[config.mk]
export PLATFORM = sky130hd
export DESIGN_NAME = s64x7
export DESIGN_NICKNAME = d
export VERILOG_FILES = /design/src/rtl/s64x7_pkg.sv /design/src/rtl/s64x7_lsu.sv /design/src/rtl/s64x7.sv
export SDC_FILE = /design/constraint.sdc
export NUM_CORES = 2
export LEC_CHECK = 0
export BUFFER_PORTS_ARGS = -buffer_cell sky130_fd_sc_hd__buf_2
export CELL_PAD_IN_SITES_DETAIL_PLACEMENT = 1
export CELL_PAD_IN_SITES_GLOBAL_PLACEMENT = 1
export CORE_UTILIZATION = 55
export DETAILED_ROUTE_END_ITERATION = 12
export PLACE_DENSITY_LB_ADDON = 0.2
export SYNTH_ARGS = -nofsm -noshare
export SYNTH_HDL_FRONTEND = slang
export SYNTH_SLANG_ARGS = --single-unit
[constraint.sdc]
create_clock -name clk_i -period 10.3 [get_ports clk_i]
set_input_delay 2.06 -clock clk_i [delete_from_list [all_inputs] [get_ports clk_i]]
set_output_delay 2.06 -clock clk_i [all_outputs]
set_load 0.01 [all_outputs]
[src/rtl/s64x7_pkg.sv]
// s64x7_pkg: shared constants, types and decode helpers for the s64x7 stack CPU.
//   Opcodes, load/store type codes, reset vector, FSM state type, bus payload
//   struct, and small decode functions used by the core and the LSU.
package s64x7_pkg;

    localparam int unsigned XLEN   = 64;
    localparam int unsigned ADR_W  = 61;
    localparam int unsigned SEL_W  = 8;
    localparam int unsigned OPC_W  = 4;
    localparam int unsigned SLOT_W = 60;
    localparam int unsigned SP_W   = 3;
    localparam int unsigned STK_D  = 8;

    localparam logic [XLEN-1:0] RESET_PC = 64'hE000_0000_0000_0000;
    localparam logic [XLEN-1:0] PC_STEP  = 64'd8;

    // Opcodes
    localparam logic [OPC_W-1:0] OP_END   = 4'd0;
    localparam logic [OPC_W-1:0] OP_LIT8  = 4'd1;
    localparam logic [OPC_W-1:0] OP_LIT32 = 4'd3;
    localparam logic [OPC_W-1:0] OP_STORE = 4'd4;
    localparam logic [OPC_W-1:0] OP_LOAD  = 4'd5;

    // Store types
    localparam logic [3:0] SBM = 4'd0;
    localparam logic [3:0] SHM = 4'd1;
    localparam logic [3:0] SWM = 4'd2;
    localparam logic [3:0] SDM = 4'd3;

    // Load types
    localparam logic [3:0] LBMU = 4'd0;
    localparam logic [3:0] LHMU = 4'd1;
    localparam logic [3:0] LWMU = 4'd2;
    localparam logic [3:0] LDMU = 4'd3;
    localparam logic [3:0] LBMS = 4'd4;
    localparam logic [3:0] LHMS = 4'd5;
    localparam logic [3:0] LWMS = 4'd6;
    localparam logic [3:0] LDMS = 4'd7;

    typedef enum logic [1:0] {
        S_FETCH = 2'd0,
        S_EXEC  = 2'd1,
        S_MEM   = 2'd2
    } state_t;

    typedef enum logic [1:0] {
        SZ_B = 2'd0,
        SZ_H = 2'd1,
        SZ_W = 2'd2,
        SZ_D = 2'd3
    } size_t;

    // Registered bus-side outputs of the core
    typedef struct packed {
        logic [OPC_W-1:0] opc;
        logic             cyc;
        logic             vpa;
        logic             we;
        logic [SEL_W-1:0] sel;
        logic [ADR_W-1:0] adr;
        logic [XLEN-1:0]  dat;
    } bus_t;

    localparam bus_t BUS_RESET = '{
        opc: '0,
        cyc: 1'b1,
        vpa: 1'b1,
        we:  1'b0,
        sel: '1,
        adr: RESET_PC[XLEN-1:3],
        dat: '0
    };

    // State entered when the given opcode reaches the head of the slot register
    function automatic state_t slot_state(input logic [OPC_W-1:0] op);
        state_t s;
        case (op)
            OP_END:            s = S_FETCH;
            OP_STORE, OP_LOAD: s = S_MEM;
            default:           s = S_EXEC;
        endcase
        return s;
    endfunction

    function automatic size_t st_size(input logic [3:0] ty);
        size_t s;
        case (ty)
            SBM:     s = SZ_B;
            SHM:     s = SZ_H;
            SWM:     s = SZ_W;
            SDM:     s = SZ_D;
            default: s = SZ_D;
        endcase
        return s;
    endfunction

    function automatic size_t ld_size(input logic [3:0] ty);
        size_t s;
        case (ty)
            LBMU, LBMS: s = SZ_B;
            LHMU, LHMS: s = SZ_H;
            LWMU, LWMS: s = SZ_W;
            LDMU, LDMS: s = SZ_D;
            default:    s = SZ_D;
        endcase
        return s;
    endfunction

    function automatic logic ld_signed(input logic [3:0] ty);
        logic s;
        case (ty)
            LBMS, LHMS, LWMS: s = 1'b1;
            default:          s = 1'b0;
        endcase
        return s;
    endfunction

    // Byte offset of the lane; address bits below the access size are dropped
    function automatic logic [2:0] lane_off(input size_t sz, input logic [2:0] a);
        logic [2:0] o;
        case (sz)
            SZ_B:    o = a;
            SZ_H:    o = {a[2:1], 1'b0};
            SZ_W:    o = {a[2], 2'b00};
            default: o = 3'd0;
        endcase
        return o;
    endfunction

endpackage

[src/rtl/s64x7_lsu.sv]
// s64x7_lsu: combinational lane steering for the s64x7 core.
//   Request path: i_req_lane/i_req_type/i_req_load/i_req_data -> o_sel_c, o_wdata_c
//   Load path:    i_ld_lane/i_ld_type/i_ld_rdata              -> o_ldata_c
module s64x7_lsu
    import s64x7_pkg::*;
(
    input  logic [2:0]       i_req_lane,
    input  logic [3:0]       i_req_type,
    input  logic             i_req_load,
    input  logic [XLEN-1:0]  i_req_data,
    input  logic [2:0]       i_ld_lane,
    input  logic [3:0]       i_ld_type,
    input  logic [XLEN-1:0]  i_ld_rdata,
    output logic [SEL_W-1:0] o_sel_c,
    output logic [XLEN-1:0]  o_wdata_c,
    output logic [XLEN-1:0]  o_ldata_c
);

    size_t      w_req_sz;
    logic [2:0] w_req_off;
    size_t      w_ld_sz;
    logic [2:0] w_ld_off;
    logic       w_ld_sgn;
    logic [XLEN-1:0] w_ld_sh;

    // Byte enables and lane-replicated store data for the upcoming request
    always_comb begin : req_path
        w_req_sz  = i_req_load ? ld_size(i_req_type) : st_size(i_req_type);
        w_req_off = lane_off(w_req_sz, i_req_lane);
        o_sel_c   = '0;
        o_wdata_c = '0;
        case (w_req_sz)
            SZ_B: begin
                o_sel_c   = SEL_W'(8'h01) << w_req_off;
                o_wdata_c = {8{i_req_data[7:0]}};
            end
            SZ_H: begin
                o_sel_c   = SEL_W'(8'h03) << w_req_off;
                o_wdata_c = {4{i_req_data[15:0]}};
            end
            SZ_W: begin
                o_sel_c   = SEL_W'(8'h0F) << w_req_off;
                o_wdata_c = {2{i_req_data[31:0]}};
            end
            default: begin
                o_sel_c   = '1;
                o_wdata_c = i_req_data;
            end
        endcase
    end

    // Extract the addressed lane from read data and extend to 64 bits
    always_comb begin : ld_path
        w_ld_sz   = ld_size(i_ld_type);
        w_ld_off  = lane_off(w_ld_sz, i_ld_lane);
        w_ld_sgn  = ld_signed(i_ld_type);
        w_ld_sh   = i_ld_rdata >> {w_ld_off, 3'b000};
        o_ldata_c = '0;
        case (w_ld_sz)
            SZ_B:    o_ldata_c = {{56{w_ld_sgn & w_ld_sh[7]}},  w_ld_sh[7:0]};
            SZ_H:    o_ldata_c = {{48{w_ld_sgn & w_ld_sh[15]}}, w_ld_sh[15:0]};
            SZ_W:    o_ldata_c = {{32{w_ld_sgn & w_ld_sh[31]}}, w_ld_sh[31:0]};
            default: o_ldata_c = w_ld_sh;
        endcase
    end

endmodule

[src/rtl/s64x7.sv]
// s64x7: 64-bit stack-machine CPU core with a single Wishbone-style master.
//   clk_i, reset_i (sync, active-low), ack_i, dat_i[63:0] in;
//   opc_o[3:0], adr_o[60:0], cyc_o, stb_o, sel_o[7:0], we_o, vpa_o, dat_o[63:0] out.
//   All outputs are registered; the next-cycle bus view is computed from the
//   next architectural state so that no output depends combinationally on inputs.
module s64x7
    import s64x7_pkg::*;
(
    input  logic             clk_i,
    input  logic             reset_i,
    input  logic             ack_i,
    input  logic [XLEN-1:0]  dat_i,
    output logic [OPC_W-1:0] opc_o,
    output logic [ADR_W-1:0] adr_o,
    output logic             cyc_o,
    output logic             stb_o,
    output logic [SEL_W-1:0] sel_o,
    output logic             we_o,
    output logic             vpa_o,
    output logic [XLEN-1:0]  dat_o
);

    state_t            r_state, w_nxt_state;
    logic [XLEN-1:0]   r_pc, w_nxt_pc;
    logic [SLOT_W-1:0] r_opc, w_nxt_opc;
    logic [XLEN-1:0]   r_opr, w_nxt_opr;
    logic [SP_W-1:0]   r_sp, w_nxt_sp;
    logic [XLEN-1:0]   r_stk [STK_D];
    bus_t              r_bus, w_nxt_bus;

    logic [OPC_W-1:0]  w_op, w_nxt_op;
    logic [SP_W-1:0]   w_sp_p1, w_sp_m1, w_sp_m2, w_sp_m3;
    logic [XLEN-1:0]   w_t, w_n, w_n2, w_n3;
    logic              w_step, w_push, w_pop2, w_ld_wr;
    logic [XLEN-1:0]   w_push_val;
    logic [XLEN-1:0]   w_nxt_t, w_nxt_n;
    logic [SEL_W-1:0]  w_sel;
    logic [XLEN-1:0]   w_wdata, w_ldata;

    assign w_op     = r_opc[SLOT_W-1 -: OPC_W];
    assign w_nxt_op = w_nxt_opc[SLOT_W-1 -: OPC_W];
    assign w_sp_p1  = r_sp + SP_W'(1);
    assign w_sp_m1  = r_sp - SP_W'(1);
    assign w_sp_m2  = r_sp - SP_W'(2);
    assign w_sp_m3  = r_sp - SP_W'(3);
    assign w_t      = r_stk[r_sp];
    assign w_n      = r_stk[w_sp_m1];
    assign w_n2     = r_stk[w_sp_m2];
    assign w_n3     = r_stk[w_sp_m3];

    s64x7_lsu u_lsu (
        .i_req_lane (w_nxt_t[2:0]),
        .i_req_type (w_nxt_opr[3:0]),
        .i_req_load (w_nxt_op == OP_LOAD),
        .i_req_data (w_nxt_n),
        .i_ld_lane  (w_t[2:0]),
        .i_ld_type  (r_opr[3:0]),
        .i_ld_rdata (dat_i),
        .o_sel_c    (w_sel),
        .o_wdata_c  (w_wdata),
        .o_ldata_c  (w_ldata)
    );

    // Next state, packet registers and stack actions
    always_comb begin : fsm_next
        w_nxt_state = r_state;
        w_nxt_pc    = r_pc;
        w_nxt_opc   = r_opc;
        w_nxt_opr   = r_opr;
        w_step      = 1'b0;
        w_push      = 1'b0;
        w_push_val  = '0;
        w_pop2      = 1'b0;
        w_ld_wr     = 1'b0;
        case (r_state)
            S_FETCH: begin
                if (ack_i) begin
                    w_step    = 1'b1;
                    w_nxt_opc = dat_i[SLOT_W-1:0];
                    w_nxt_opr = dat_i;
                    w_nxt_pc  = r_pc + PC_STEP;
                end
            end
            S_EXEC: begin
                w_step    = 1'b1;
                w_nxt_opc = r_opc << OPC_W;
                case (w_op)
                    OP_LIT8: begin
                        w_push     = 1'b1;
                        w_push_val = XLEN'(r_opr[7:0]);
                        w_nxt_opr  = r_opr >> 8;
                    end
                    OP_LIT32: begin
                        w_push     = 1'b1;
                        w_push_val = XLEN'(r_opr[31:0]);
                        w_nxt_opr  = r_opr >> 32;
                    end
                    default: ;
                endcase
            end
            S_MEM: begin
                if (ack_i) begin
                    w_step    = 1'b1;
                    w_nxt_opc = r_opc << OPC_W;
                    w_nxt_opr = r_opr >> 4;
                    if (w_op == OP_STORE) begin
                        w_pop2 = 1'b1;
                    end else begin
                        w_ld_wr = 1'b1;
                    end
                end
            end
            default: w_nxt_state = S_FETCH;
        endcase
        // A zero head slot (end marker or exhausted packet) goes straight to fetch
        if (w_step) begin
            w_nxt_state = slot_state(w_nxt_op);
        end
    end

    // Next stack pointer and the T/N values visible to the next cycle
    always_comb begin : stack_next
        w_nxt_sp = r_sp;
        w_nxt_t  = w_t;
        w_nxt_n  = w_n;
        if (w_push) begin
            w_nxt_sp = w_sp_p1;
            w_nxt_t  = w_push_val;
            w_nxt_n  = w_t;
        end else if (w_pop2) begin
            w_nxt_sp = w_sp_m2;
            w_nxt_t  = w_n2;
            w_nxt_n  = w_n3;
        end else if (w_ld_wr) begin
            w_nxt_t  = w_ldata;
        end
    end

    // Bus view for the next cycle; idle cycles keep the last address
    always_comb begin : bus_next
        w_nxt_bus     = '0;
        w_nxt_bus.adr = r_bus.adr;
        case (w_nxt_state)
            S_FETCH: begin
                w_nxt_bus.cyc = 1'b1;
                w_nxt_bus.vpa = 1'b1;
                w_nxt_bus.sel = '1;
                w_nxt_bus.adr = w_nxt_pc[XLEN-1:3];
            end
            S_MEM: begin
                w_nxt_bus.opc = w_nxt_op;
                w_nxt_bus.cyc = 1'b1;
                w_nxt_bus.we  = (w_nxt_op == OP_STORE);
                w_nxt_bus.sel = w_sel;
                w_nxt_bus.adr = w_nxt_t[XLEN-1:3];
                w_nxt_bus.dat = (w_nxt_op == OP_STORE) ? w_wdata : '0;
            end
            default: begin
                w_nxt_bus.opc = w_nxt_op;
            end
        endcase
    end

    // Control and output registers
    always_ff @(posedge clk_i) begin
        if (!reset_i) begin
            r_state <= S_FETCH;
            r_pc    <= RESET_PC;
            r_opc   <= '0;
            r_opr   <= '0;
            r_sp    <= '0;
            r_bus   <= BUS_RESET;
        end else begin
            r_state <= w_nxt_state;
            r_pc    <= w_nxt_pc;
            r_opc   <= w_nxt_opc;
            r_opr   <= w_nxt_opr;
            r_sp    <= w_nxt_sp;
            r_bus   <= w_nxt_bus;
        end
    end

    // Stack storage; contents are don't-care after reset
    always_ff @(posedge clk_i) begin
        if (reset_i) begin
            if (w_push) begin
                r_stk[w_sp_p1] <= w_push_val;
            end else if (w_ld_wr) begin
                r_stk[r_sp] <= w_ldata;
            end
        end
    end

    assign opc_o = r_bus.opc;
    assign adr_o = r_bus.adr;
    assign cyc_o = r_bus.cyc;
    assign stb_o = r_bus.cyc;
    assign sel_o = r_bus.sel;
    assign we_o  = r_bus.we;
    assign vpa_o = r_bus.vpa;
    assign dat_o = r_bus.dat;

endmodule

==> flow_summary.json <==
{
  "netlist-cell-type-count": 99,
  "finalCritPeriodShare": 0.703,
  "drive_gt1_frac": 0.250,
  "grt-ovfl-total": 0,
  "synth.top_cell.area_share": 0.318,
  "post_cts_buffers": 0,
  "drtIter0Drc": 6824,
  "holdWs_ns": 0.486,
  "cpPeakStageDelay_ns": 1.12,
  "die_w_microns": 298,
  "std_cell_rows": 108,
  "hpwl_mm": 135,
  "setup_viol": 0,
  "end_kind": "register",
  "cp.arrival_ns": 7.78,
  "fin_setup_tns_ns": 0,
  "cts_tree": "built",
  "antenna_found_initial": 24,
  "status": "complete, but fails checks",
  "final_util": 0.614,
  "max_slew_margin": -0.130,
  "hp-class": "register to register",
  "r2r_slack_ns": 3.93,
  "p_leak_nw": 17.2,
  "ir_worst_vdd_mv": 0.137,
  "postPlaceCellArea_sq_mm": 0.0502,
  "pwr-share-seq": 0.399,
  "comb_power_share": 0.242,
  "hold_violations": 0,
  "grt_pass1_wl_mm": 292,
  "wl_per_cell_microns": 38.2,
  "grt_pass1_vias": 40100,
  "p_per_area_mw_per_mm2": 181,
  "cts_buffers": 92,
  "drv_cap": 2,
  "netlist_top_cells_count": "edfxtp_1 (512), nand2_1 (397), mux4_2 (379)",
  "drt_pass1_iterations": 9,
  "clock_skew_ns": 0.0428,
  "routed_via_density": 7.68,
  "cts-resized-gates": 0,
  "design_area_sq_mm": 0.0533,
  "ys_seq_area_frac": 0.456,
  "grt_util_all_layers": 0.454,
  "postCtsHoldBufs": 0,
  "yosysWarnings": 0,
  "cpMaxStageDelayCell": "nor2b_2",
  "clkSinkCount": 845,
  "cts.clk_slew.worst_paths_ns": 0.07,
  "drc": 0,
  "grt_max_degree": 141,
  "crit_fanout": 56,
  "syn_area_sq_mm": 0.0483,
  "cts-root-buf": "clkbuf_16",
  "synth_seq_cells": 845,
  "drt_wl_total_mm": 205,
  "intPower_mw": 6.40,
  "synth.most_common_cell": "edfxtp_1",
  "htree_levels": 3,
  "die_h_microns": 298,
  "whs_path_depth": 2,
  "crit_chain": "buf_2 -> and3b_4 -> nor2_4 -> buf_4 -> o221ai_1 -> nand2_1 -> nor2_1 -> a22o_1 -> nand3_1 -> or2_2 -> ha_2 -> buf_4 -> nor2b_2 -> or2_2 -> nand2_1 -> a221o_2 -> and3_1 -> o21ai_1 -> a31oi_1",
  "die_area_sq_mm": 0.0891,
  "startpoint_type": "input pin",
  "synth_edf_count": 512,
  "fmax_mhz": 138,
  "finalPower_mw": 9.65,
  "min_period_ns": 7.24,
  "p_sw_frac": 0.337,
  "drv_slew": 9,
  "synth_top_cell_by_area": "edfxtp_1",
  "synthesis.nets": 4162,
  "place.gp.congestion": 1.03,
  "failed_checks": "max-capacitance violations, max-slew violations",
  "ys_top_cells_by_area": "edfxtp_1 (32%), mux4_2 (18%), dfxtp_1 (14%)",
  "rsz0062_at_grt": "false",
  "clock_latency_ns": 0.72,
  "drtAntennaViolNets": 0,
  "ios": 208,
  "portBuffers": 207,
  "tightestPinTransition_ns": 1.68,
  "rr_worst_depth": 18,
  "power_switching_mw": 3.26,
  "start_util": 0.556,
  "syn_inst": 4086,
  "clkPwrFrac": 0.359,
  "vias": 41200,
  "async_flop_share": 0,
  "path_class": "input pin to register",
  "required_ns": 10.83,
  "syn_area_per_cell_sq_um": 11.8,
  "area_growth_pct": 10.4,
  "coreArea_sq_mm": 0.0869,
  "synth_flop_cell": "edfxtp_1",
  "clock_path_buffers": 3,
  "fin_nets": 4187
}
==> worst max-delay path: cells and delay by family <==
kind,cells,cell delay [ns]
buffers and inverters,3,0.83
adder cells (fa/ha/maj),1,0.20
AND/OR/NAND/NOR,10,3.21
AO/OA/AOI/OAI,5,1.42
==> cell type report <==
type / count / area (sq um)
Fill cell: 8651 / 33500
Multi-Input combinational cell: 2854 / 24800
Sequential cell: 845 / 22100
Clock buffer: 119 / 2580
Timing Repair Buffer: 301 / 1800
Tap cell: 1155 / 1450
Clock inverter: 51 / 572
Inverter: 17 / 70.1
Antenna cell: 13 / 32.5
==> metal layers <==
metal / vias to the layer above / wire (microns) / track usage
met1: 20800 / 72200 / 0.572
li1: 16100 / - / -
met5: - / 268 / 0
met2: 3432 / 88500 / 0.661
met4: 22 / 14000 / 0.262
met3: 773 / 29800 / 0.185
==> placed cells by master (no fill, tap or decap), types with 42 or more instances in the layout <==
cell type	instances
a31oi_1	42
buf_2	207
nor2_1	322
mux4_2	379
buf_4	89
mux2_2	133
mux2i_1	308
a222oi_1	63
o21ai_0	169
nor3_1	78
a22oi_1	84
nand2_1	394
edfxtp_1	512
clkbuf_16	95
nand3_1	44
o22ai_1	131
a21oi_1	248
dfxtp_1	326
==> cell families after synthesis <==
kind of cell | synth area share
XOR/XNOR | 0.0118
multiplexers | 0.272
AND/OR/NAND/NOR | 0.0900
adder cells (fa/ha/maj) | 0.00233
AO/OA/AOI/OAI | 0.131
buffers and inverters | 0.0362
flip-flops | 0.456
==> flip-flops by register name (all words and copies together), names as in the netlist, 3 cells and up, named ones only <==
register / flops
r_stk: 512
dat_o: 64
r_opr: 64
adr_o: 61
r_pc: 61
r_opc: 60
sel_o: 8
opc_o: 4
r_sp: 3
==> power by group through the flow <==
stage          logic (mW)  clock network, mW  registers [mW]
6_report             2.34               3.47            3.85
5_1_grt              2.38               3.58            3.85
4_1_cts              2.23               3.47            3.84
3_5_place_dp         2.21                  0            3.91
3_3_place_gp         2.16                  0            3.90
2_1_floorplan        1.41                  0            3.83
==> path summary, 6_finish.rpt <==
kind | from | end
max | ack_i | sel_o[6]
min | r_opc[31] | r_opc[35]
max reg2reg | r_state[1] | sel_o[6]
min reg2reg | r_opc[31] | r_opc[35]
==> metrics by stage <==
| step | instances | setup slack (ns) |
|---|---|---|
| detailed placement | 5172 | 2.61 |
| global placement | 5172 | 2.65 |
| floorplan | 4086 | 3.63 |
| global route | 5342 | 2.93 |
| finish | 5355 | 3.06 |
| CTS | 5342 | 3.28 |
(Power assumes the default switching activity.)
